`src/rtl/des_round_sequencer.sv`:
```
// Control sequencer for the iterative DES round datapath.
// Accepts one block job per handshake, steps 16 rounds of ROUND_LAT cycles each,
// drives key-schedule rotate amount/direction, and hands the result to the consumer.
module des_round_sequencer #(
  parameter int unsigned NUM_ROUNDS = 16,
  parameter int unsigned ROUND_LAT  = 1,
  parameter int unsigned CNT_W      = 16
) (
  input  logic             clk,
  input  logic             rst,
  input  logic             in_valid,
  output logic             in_ready,
  input  logic             decrypt,
  input  logic             abort,
  output logic             dp_load,
  output logic             dp_round_en,
  output logic [3:0]       round_idx,
  output logic [1:0]       key_shift,
  output logic             key_dir,
  output logic             out_valid,
  input  logic             out_ready,
  output logic             busy,
  output logic [CNT_W-1:0] blocks_done
);

  localparam int unsigned RIDX_W = 4;
  localparam int unsigned SUB_W  = 3;
  localparam logic [RIDX_W-1:0] LAST_ROUND = RIDX_W'(NUM_ROUNDS - 1);
  localparam logic [SUB_W-1:0]  LAST_SUB   = SUB_W'(ROUND_LAT - 1);

  typedef enum logic [1:0] {
    S_IDLE  = 2'd0,
    S_ROUND = 2'd1,
    S_DONE  = 2'd2
  } state_t;

  state_t              state_q, state_d;
  logic [RIDX_W-1:0]   round_idx_q, round_idx_d;
  logic [SUB_W-1:0]    sub_q, sub_d;
  logic                key_dir_q, key_dir_d;
  logic [CNT_W-1:0]    blocks_done_q, blocks_done_d;

  // Per-round left-rotate amount of the DES key schedule (rounds 0,1,8,15 rotate by one).
  function automatic logic [1:0] shift_tbl(input logic [RIDX_W-1:0] idx);
    case (idx)
      4'd0, 4'd1, 4'd8, 4'd15: shift_tbl = 2'd1;
      default:                 shift_tbl = 2'd2;
    endcase
  endfunction

  // Next-state, counters and datapath strobes.
  always_comb begin
    state_d       = state_q;
    round_idx_d   = round_idx_q;
    sub_d         = sub_q;
    key_dir_d     = key_dir_q;
    blocks_done_d = blocks_done_q;
    in_ready      = 1'b0;
    dp_load       = 1'b0;
    dp_round_en   = 1'b0;
    key_shift     = 2'd0;

    case (state_q)
      S_IDLE: begin
        in_ready = ~abort & ~rst;
        if (in_valid && in_ready) begin
          dp_load     = 1'b1;
          key_dir_d   = decrypt;
          round_idx_d = '0;
          sub_d       = '0;
          state_d     = S_ROUND;
        end
      end
      S_ROUND: begin
        // Decrypt undoes the rotations in reverse order, so no rotate before round 0.
        if (key_dir_q) begin
          key_shift = (round_idx_q == '0) ? 2'd0
                    : shift_tbl(RIDX_W'(5'd16 - {1'b0, round_idx_q}));
        end else begin
          key_shift = shift_tbl(round_idx_q);
        end
        if (sub_q == LAST_SUB) begin
          dp_round_en = 1'b1;
          sub_d       = '0;
          if (round_idx_q == LAST_ROUND) begin
            state_d = S_DONE;
          end else begin
            round_idx_d = round_idx_q + RIDX_W'(1);
          end
        end else begin
          sub_d = sub_q + SUB_W'(1);
        end
      end
      S_DONE: begin
        if (out_ready) begin
          blocks_done_d = blocks_done_q + CNT_W'(1);
          round_idx_d   = '0;
          state_d       = S_IDLE;
        end
      end
      default: begin
        state_d = S_IDLE;
      end
    endcase

    // Abort overrides everything: cancel the job, suppress strobes, do not count.
    if (abort) begin
      state_d       = S_IDLE;
      round_idx_d   = '0;
      sub_d         = '0;
      blocks_done_d = blocks_done_q;
      dp_load       = 1'b0;
      dp_round_en   = 1'b0;
    end
  end

  // State and counter registers.
  always_ff @(posedge clk or posedge rst) begin
    if (rst) begin
      state_q       <= S_IDLE;
      round_idx_q   <= '0;
      sub_q         <= '0;
      key_dir_q     <= 1'b0;
      blocks_done_q <= '0;
    end else begin
      state_q       <= state_d;
      round_idx_q   <= round_idx_d;
      sub_q         <= sub_d;
      key_dir_q     <= key_dir_d;
      blocks_done_q <= blocks_done_d;
    end
  end

  assign round_idx   = round_idx_q;
  assign key_dir     = key_dir_q;
  assign blocks_done = blocks_done_q;
  assign out_valid   = (state_q == S_DONE);
  assign busy        = (state_q != S_IDLE);

endmodule
```
`config.mk`:
```
export PLATFORM = sky130hd
export DESIGN_NAME = des_round_sequencer
export DESIGN_NICKNAME = d
export VERILOG_FILES = /design/src/rtl/des_round_sequencer.sv
export SDC_FILE = /design/constraint.sdc
export NUM_CORES = 1
export LEC_CHECK = 0
export CORE_MARGIN = 3
export CORE_UTILIZATION = 44
export CTS_CLUSTER_DIAMETER = 120
export DETAILED_ROUTE_END_ITERATION = 10
export PLACE_DENSITY = 0.73
export SYNTH_ARGS = -nofsm -noshare
export SYNTH_HDL_FRONTEND = slang
export SYNTH_SLANG_ARGS = --single-unit
```
`constraint.sdc`:
```
create_clock -name clk -period 1.5 [get_ports clk]
set_input_delay 0.15 -clock clk [delete_from_list [all_inputs] [get_ports clk]]
set_output_delay 0.15 -clock clk [all_outputs]
set_load 0.01 [all_outputs]
```
==> flow_summary.yaml, run 1 <==
layout:
  finish.net_count: 243
  final_core_util_pct: 82.20
  fin_area_sq_um: 2530
  most_common_cell_after_layout_fill_and_taps_aside: "buf_4"
  syn2layout_area_growth_pct: 76.44
  final_cell_mix: "46 x buf_4, 22 x dfrtp_1, 13 x clkdlybuf4s50_1"
  diodes: 0
  n_fill_cell: 179
  drive_above_1_share_pct: 48.68
placement:
  placement.cell_area_sq_um: 2071
  dp.final_hpwl_mm: 2.629
  port_buffers: 33
  gp_congestion: 0.8563
sta:
  timing.final.ws_setup_ns: -0.6291
  final_min_period_over_clock_period_pct: 141.9
  worst_slew_pin_slew_ns: 0.4972
  fin_crit_ns: 2.129
  setup_viol: 18
  rsz_0062_raised_after_global_routing: "true"
  maxSlewHeadroom_pct: 66.40
  finalHoldWorstSlack_ns: 0.2681
  hold_violations: 0
  final_max_slew_viol_count: 0
  skew_ns: 0.006413
  max_clock_freq_mhz: 469.7
logic_synthesis:
  post_synth_inst_count: 141
  synth.yosys.warnings: 0
  syn_nets: 155
  register_area_share_after_synthesis_pct: 45.38
  synth_area_sq_um: 1434
  number_of_unique_standard_cell_types_used_by_synthesis: 40
  synth.avg_cell_area_sq_um: 10.17
  synth-seq-cells: 26
routing:
  routed_wire_length_per_instance_microns: 16.36
  detail-route-antenna-nets: 0
  detailroute.via_count: 1423
  viasPerCell: 5.232
  drt_first_iter_violations: 42
  drc_errors: 0
  routed_wirelength_mm: 4.451
  drt-pass1-iter-count: 4
power_and_ir_drop:
  power_switching_mw: 0.3617
  max-vdd-ir-drop_uv: 710.4
  power_frac_clock_pct: 33.1
  power.share.combinational_pct: 18.6
  internal-power_mw: 1.137
  power_frac_seq_pct: 48.3
  power.density_nw_per_um2: 592.3
  switching_share_pct: 24.14
  p_leak_nw: 1.335
floorplanning:
  placeableCoreArea_sq_um: 3078
  placement_rows: 20
  dieArea_sq_um: 3980
  die_x_microns: 63.09
  ios: 34
  floorplan.initialDensity_pct: 46.59
  die_h_microns: 63.09
clock_tree:
  ctsLongestPathBuffers: 2
  worst_skew_pair.late_latency_ns: 0.33
  cts_made_buffers: 3
  htreeDepth: 1
  cts_root_buf: "clkbuf_4"
  cts_hold_buf: 0
  cts_tree: "built"
  path_clk_slew_ns: 0.15
  clock-sinks: 26
setup_path:
  reg2reg_depth: 9
  setup.worst_path.end_class: "output pin"
  cp_data_arrival_time_ns: 1.98
  r2r-start: "round_idx[0]$_DFFE_PP0P_"
  path_type_of_the_worst_setup_path: "reg2out"
  worst_setup_path_start_kind: "flip-flop"
  critical_path_required_ns: 1.35
  r2r_end: "round_idx[0]$_DFFE_PP0P_"
  path_max_fanout: 5
  reg2reg_setup_slack_ns: -0.20
job:
  cap_violations: 0
grt:
  antenna_violations_before_repair: 0
  grt_usage_pct: 20.94
  grt_pass1_wl_mm: 6.706
  pin_count_of_the_biggest_net_entering_global_routing: 27
  total_global_routing_overflow: 0
  first_global_vias: 1448
run_status:
  status: "complete, but fails checks"
  failing_checks: "setup timing"
hold_path:
  hold_path_class: "in2async"
==> synthesized netlist by cell type <==
cell type | number | area, sq um
a31oi_1 | 2 | 12.51
o22ai_1 | 1 | 6.260
dfrtp_1 | 26 | 650.6
a22o_1 | 1 | 8.760
nor4_1 | 1 | 6.260
or2_2 | 1 | 6.260
buf_2 | 4 | 20.02
o21bai_1 | 1 | 7.510
nor3_1 | 5 | 25.02
nor4bb_1 | 1 | 10.01
o22a_1 | 1 | 8.760
nand2_1 | 9 | 33.78
nor2_1 | 7 | 26.28
buf_4 | 1 | 7.510
and4_1 | 2 | 17.52
and2_1 | 4 | 25.02
a22oi_1 | 1 | 7.510
o21ai_0 | 2 | 10.01
a31o_2 | 1 | 8.760
or3_1 | 1 | 6.260
a32o_1 | 2 | 20.02
or3b_1 | 1 | 8.760
and3_1 | 3 | 18.77
nand4b_1 | 1 | 8.760
o31ai_1 | 3 | 22.52
xor2_1 | 2 | 17.52
a41oi_1 | 1 | 8.760
nand2b_1 | 3 | 18.77
a221o_1 | 1 | 10.01
nor2b_1 | 3 | 18.77
inv_1 | 9 | 33.78
ha_1 | 8 | 100.1
clkbuf_1 | 1 | 3.750
mux2_2 | 3 | 33.78
a21oi_1 | 1 | 5.000
and4bb_2 | 1 | 12.51
xnor2_1 | 13 | 113.9
nand4_1 | 5 | 31.28
a21o_1 | 1 | 7.510
nand3_1 | 7 | 35.03
==> repair_timing <==
| action | in CTS | in global routing |
|---|---|---|
| pin swaps | 16 | 12 |
| resized for setup | 74 | 20 |
| cloned | 0 | 0 |
| setup endpoints to repair | 28 | 35 |
| hold endpoints to repair | 0 | 0 |
| buffers inserted | 9 | 17 |
==> worst max-delay path, cell delays in order (launching register included) <==
cell     delay (ns)
dfrtp_2        0.39
buf_6          0.12
ha_1           0.18
a31oi_2        0.09
a31o_2         0.22
a32o_2         0.28
buf_6          0.12
nor4_4         0.10
buf_2          0.16
==> registers in the layout, indices dropped and copies added (netlist names) <==
register,cells
blocks_done,16
round_idx,4
sub_q,3
state_q,2
key_dir,1
==> worst max-delay path by stage <==
stage | startpoint | depth (start not counted) | end | slack, ns
floorplan | round_idx[0]$_DFFE_PP0P_ | 6 | key_shift[0] | -0.03
global placement | round_idx[0]$_DFFE_PP0P_ | 7 | key_shift[0] | -0.53
detailed placement | round_idx[0]$_DFFE_PP0P_ | 7 | key_shift[0] | -0.56
CTS | round_idx[1]$_DFFE_PP0P_ | 7 | key_shift[0] | -0.62
global route | round_idx[0]$_DFFE_PP0P_ | 8 | key_shift[0] | -0.73
finish | round_idx[0]$_DFFE_PP0P_ | 8 | key_shift[0] | -0.63
==> per-layer routing <==
layer  global-route usage, %  vias up  part of all wire (%)  wire (microns)
met5                       0        -                     0               0
met4                   4.132        0                   1.4              61
met3                   3.565        8                   3.8             168
met2                   39.79       34                    56            2484
met1                   24.45      709                    39            1736
li1                        -      672                     -               -
==> metrics by stage <==
step / worst slack (ns) / cells / total power [mW] / TNS [ns]
CTS: -0.6208 / 255 / 1.490 / -1.793
global placement: -0.5266 / 242 / 0.9701 / -5.791
detailed placement: -0.5591 / 242 / 0.9789 / -6.622
floorplan: -0.02932 / 141 / 0.8550 / -0.05332
global route: -0.7304 / 272 / 1.561 / -3.454
finish: -0.6291 / 272 / 1.498 / -2.441
==> layout make-up <==
| class | count | area [sq um] | area share, % |
|---|---|---|---|
| tap | 44 | 55.05 | 2.176 |
| sequential | 26 | 655.6 | 25.91 |
| clock buffer | 3 | 22.52 | 0.8902 |
| timing repair buffer | 89 | 765.7 | 30.27 |
| clock inverter | 1 | 30.03 | 1.187 |
| inverter | 9 | 38.79 | 1.533 |
| multi-input combinational | 100 | 962.2 | 38.03 |
==> cell families (layout without fill, tap and decap cells) <==
logic type,after synthesis,after routing,synth area share [%]
buffers and inverters,15,102,4.537
adders and majority gates,8,8,6.981
muxes,3,3,2.356
AOI/OAI and AO/OA,19,19,10.04
DFF,26,26,45.37
and+or+nand+nor,55,55,21.55
xor gates and xnor gates,15,15,9.163
==> power groups by stage <==
stage / Sequential, mW / Combinational, mW / Clock, mW
finish: 0.723 / 0.279 / 0.496
global route: 0.726 / 0.304 / 0.531
CTS: 0.723 / 0.271 / 0.496
detailed placement: 0.742 / 0.237 / 0
global placement: 0.741 / 0.229 / 0
floorplan: 0.745 / 0.110 / 0
Power figures use the tool's default switching activity.
==> run 2, diff against run 1 <==
TNS_END_PERCENT = 5   (was unset)
==> run 2 against run 1 <==
Effect of this change:
- clock skew barely moved
- the flow still finishes with violations (setup timing)
- largest cell class unchanged
- sequential power barely moved
- core utilization fell by 11 points
- power fell by 12%
- global-route usage fell by 2.9 points
- wire length fell by 24%
- worst setup slack improved by 0.15 ns
==> flow_summary.yaml, run 2 (synthesis results as in run 1) <==
run_status:
  status: "complete, but fails checks"
  failing_checks: "setup timing"
sta:
  final_min_period_over_clock_period_pct: 131.6
  setup_viol: 9
  fin_crit_ns: 1.975
  maxSlewHeadroom_pct: 66.56
  timing.final.ws_setup_ns: -0.4747
  rsz_0062_raised_after_global_routing: "true"
  worst_slew_pin_slew_ns: 0.4949
  max_clock_freq_mhz: 506.4
  hold_violations: 0
  skew_ns: 0.006304
  final_total_negative_setup_slack_ns: -1.479
  final_max_slew_viol_count: 0
setup_path:
  path_max_fanout: 3
  critical_path.slowest_cell: "dfrtp_2"
  setup.worst_path.end_class: "output pin"
  path_cells: "inv_4 -> ha_4 -> a31oi_2 -> a31o_2 -> a32o_2 -> nor4_4 -> buf_2"
  reg2reg_depth: 7
  cp_data_arrival_time_ns: 1.82
  path_type_of_the_worst_setup_path: "reg2out"
  worst_setup_path_start_kind: "flip-flop"
  critical_path_required_ns: 1.35
  largest_stage_delay_on_the_critical_path_ns: 0.46
clock_tree:
  cts_tree: "built"
  ctsLongestPathBuffers: 2
  worst_skew_pair.late_latency_ns: 0.32
  htreeDepth: 1
  clock-sinks: 26
  path_clk_slew_ns: 0.14
  cts_root_buf: "clkbuf_4"
  cts_made_buffers: 3
power_and_ir_drop:
  power_switching_mw: 0.3288
  switching_share_pct: 24.84
  design_power_total_mw: 1.323
  power.density_nw_per_um2: 602.4
  power.share.combinational_pct: 18.3
  power_frac_seq_pct: 54.8
  max-vdd-ir-drop_uv: 336.2
  internal-power_mw: 0.9946
  p_leak_nw: 1.254
  power_frac_clock_pct: 26.9
layout:
  most_common_cell_after_layout_fill_and_taps_aside: "buf_4"
  diodes: 0
  final_cell_mix: "32 x buf_4, 21 x dfrtp_1, 13 x xnor2_1"
  syn2layout_area_growth_pct: 53.23
  finish.net_count: 221
  drive_above_1_share_pct: 35.44
  layout.cells.non_filler: 250
  largest_register_ffs: 16
routing:
  drt-pass1-iter-count: 4
  drt_first_iter_violations: 52
  detail-route-antenna-nets: 0
  drc_errors: 0
  routed_wire_length_per_instance_microns: 13.55
  routed_wirelength_mm: 3.387
  viasPerCell: 5.144
  detailroute.via_count: 1286
floorplanning:
  ios: 34
  die_h_microns: 63.09
  placement_rows: 20
  die_x_microns: 63.09
  floorplan.initialDensity_pct: 46.59
  dieArea_sq_um: 3980
  placeableCoreArea_sq_um: 3078
placement:
  gp_congestion: 0.7922
  post-place-cells: 242
  dp.final_hpwl_mm: 2.520
  port_buffers: 33
hold_path:
  hold_path_class: "in2async"
grt:
  antenna_violations_before_repair: 0
  grt_usage_pct: 18.04
  pin_count_of_the_biggest_net_entering_global_routing: 27
  total_global_routing_overflow: 0
  grt_pass1_wl_mm: 5.761
  first_global_vias: 1323
job:
  cap_violations: 0
run 2: repair_timing:
action / 4_1_cts / 5_1_grt
hold buffers: 0 / 0
pin swaps: 7 / 6
buffers inserted: 4 / 0
endpoints found under the setup margin: 26 / 38
resized for setup: 43 / 21
run 2: worst max-delay path, delay by kind of cell (launching register included):
kind                     cells  cell delay [ns]
adder cells (fa/ha/maj)      1             0.15
AND/OR/NAND/NOR              1             0.11
flip-flops                   1             0.46
AO/OA/AOI/OAI                3             0.53
buffers and inverters        2             0.25
run 2: final cells by class:
type / instances / area [sq um]
Fill cell: 234 / 880.8
Multi-Input combinational cell: 100 / 817.0
Sequential cell: 26 / 656.9
Timing Repair Buffer: 67 / 595.6
Tap cell: 44 / 55.05
Clock buffer: 4 / 36.28
Inverter: 9 / 36.28
run 2: power by group through the flow:
stage                     Clock, mW  Combinational [mW]  Sequential [mW]
final                         0.356               0.242            0.726
after global routing          0.396               0.264            0.727
after CTS                     0.368               0.235            0.725
after detailed placement          0               0.230            0.742
after global placement            0               0.224            0.741
after floorplan                   0               0.107            0.745
run 2: metal layers:
| layer | track usage, % | vias to the layer above | share of wire, % |
|---|---|---|---|
| met5 | 0 | - | 0 |
| met3 | 3.209 | 5 | 3.9 |
| met2 | 34.12 | 27 | 54 |
| li1 | - | 631 | - |
| met4 | 4.959 | 0 | 1.1 |
| met1 | 20.53 | 623 | 41 |
run 2: through the flow:
step	hold WS, ns	worst slack, ns	instance area (sq um)	util (%)
after floorplan	0.1899	-0.02932	1485	-
after global placement	0.4603	-0.5116	2064	67.07
after detailed placement	0.4631	-0.5486	2064	67.07
after CTS	0.2418	-0.4964	2142	69.59
after global routing	0.2983	-0.5774	2197	71.38
final	0.2832	-0.4747	2197	71.38
run 2: final timing paths:
check / startpoint / end / slack, ns
min in group clk: decrypt / key_dir$_DFFE_PP0P_ / 0.43
min: rst / key_dir$_DFFE_PP0P_ / 0.28
max: round_idx[1]$_DFFE_PP0P_ / key_shift[0] / -0.47
min reg2reg: blocks_done[15]$_DFFE_PP0P_ / blocks_done[15]$_DFFE_PP0P_ / 0.48
max in group asynchronous: rst / blocks_done[4]$_DFFE_PP0P_ / 0.94
max reg2reg: round_idx[0]$_DFFE_PP0P_ / round_idx[0]$_DFFE_PP0P_ / -0.11
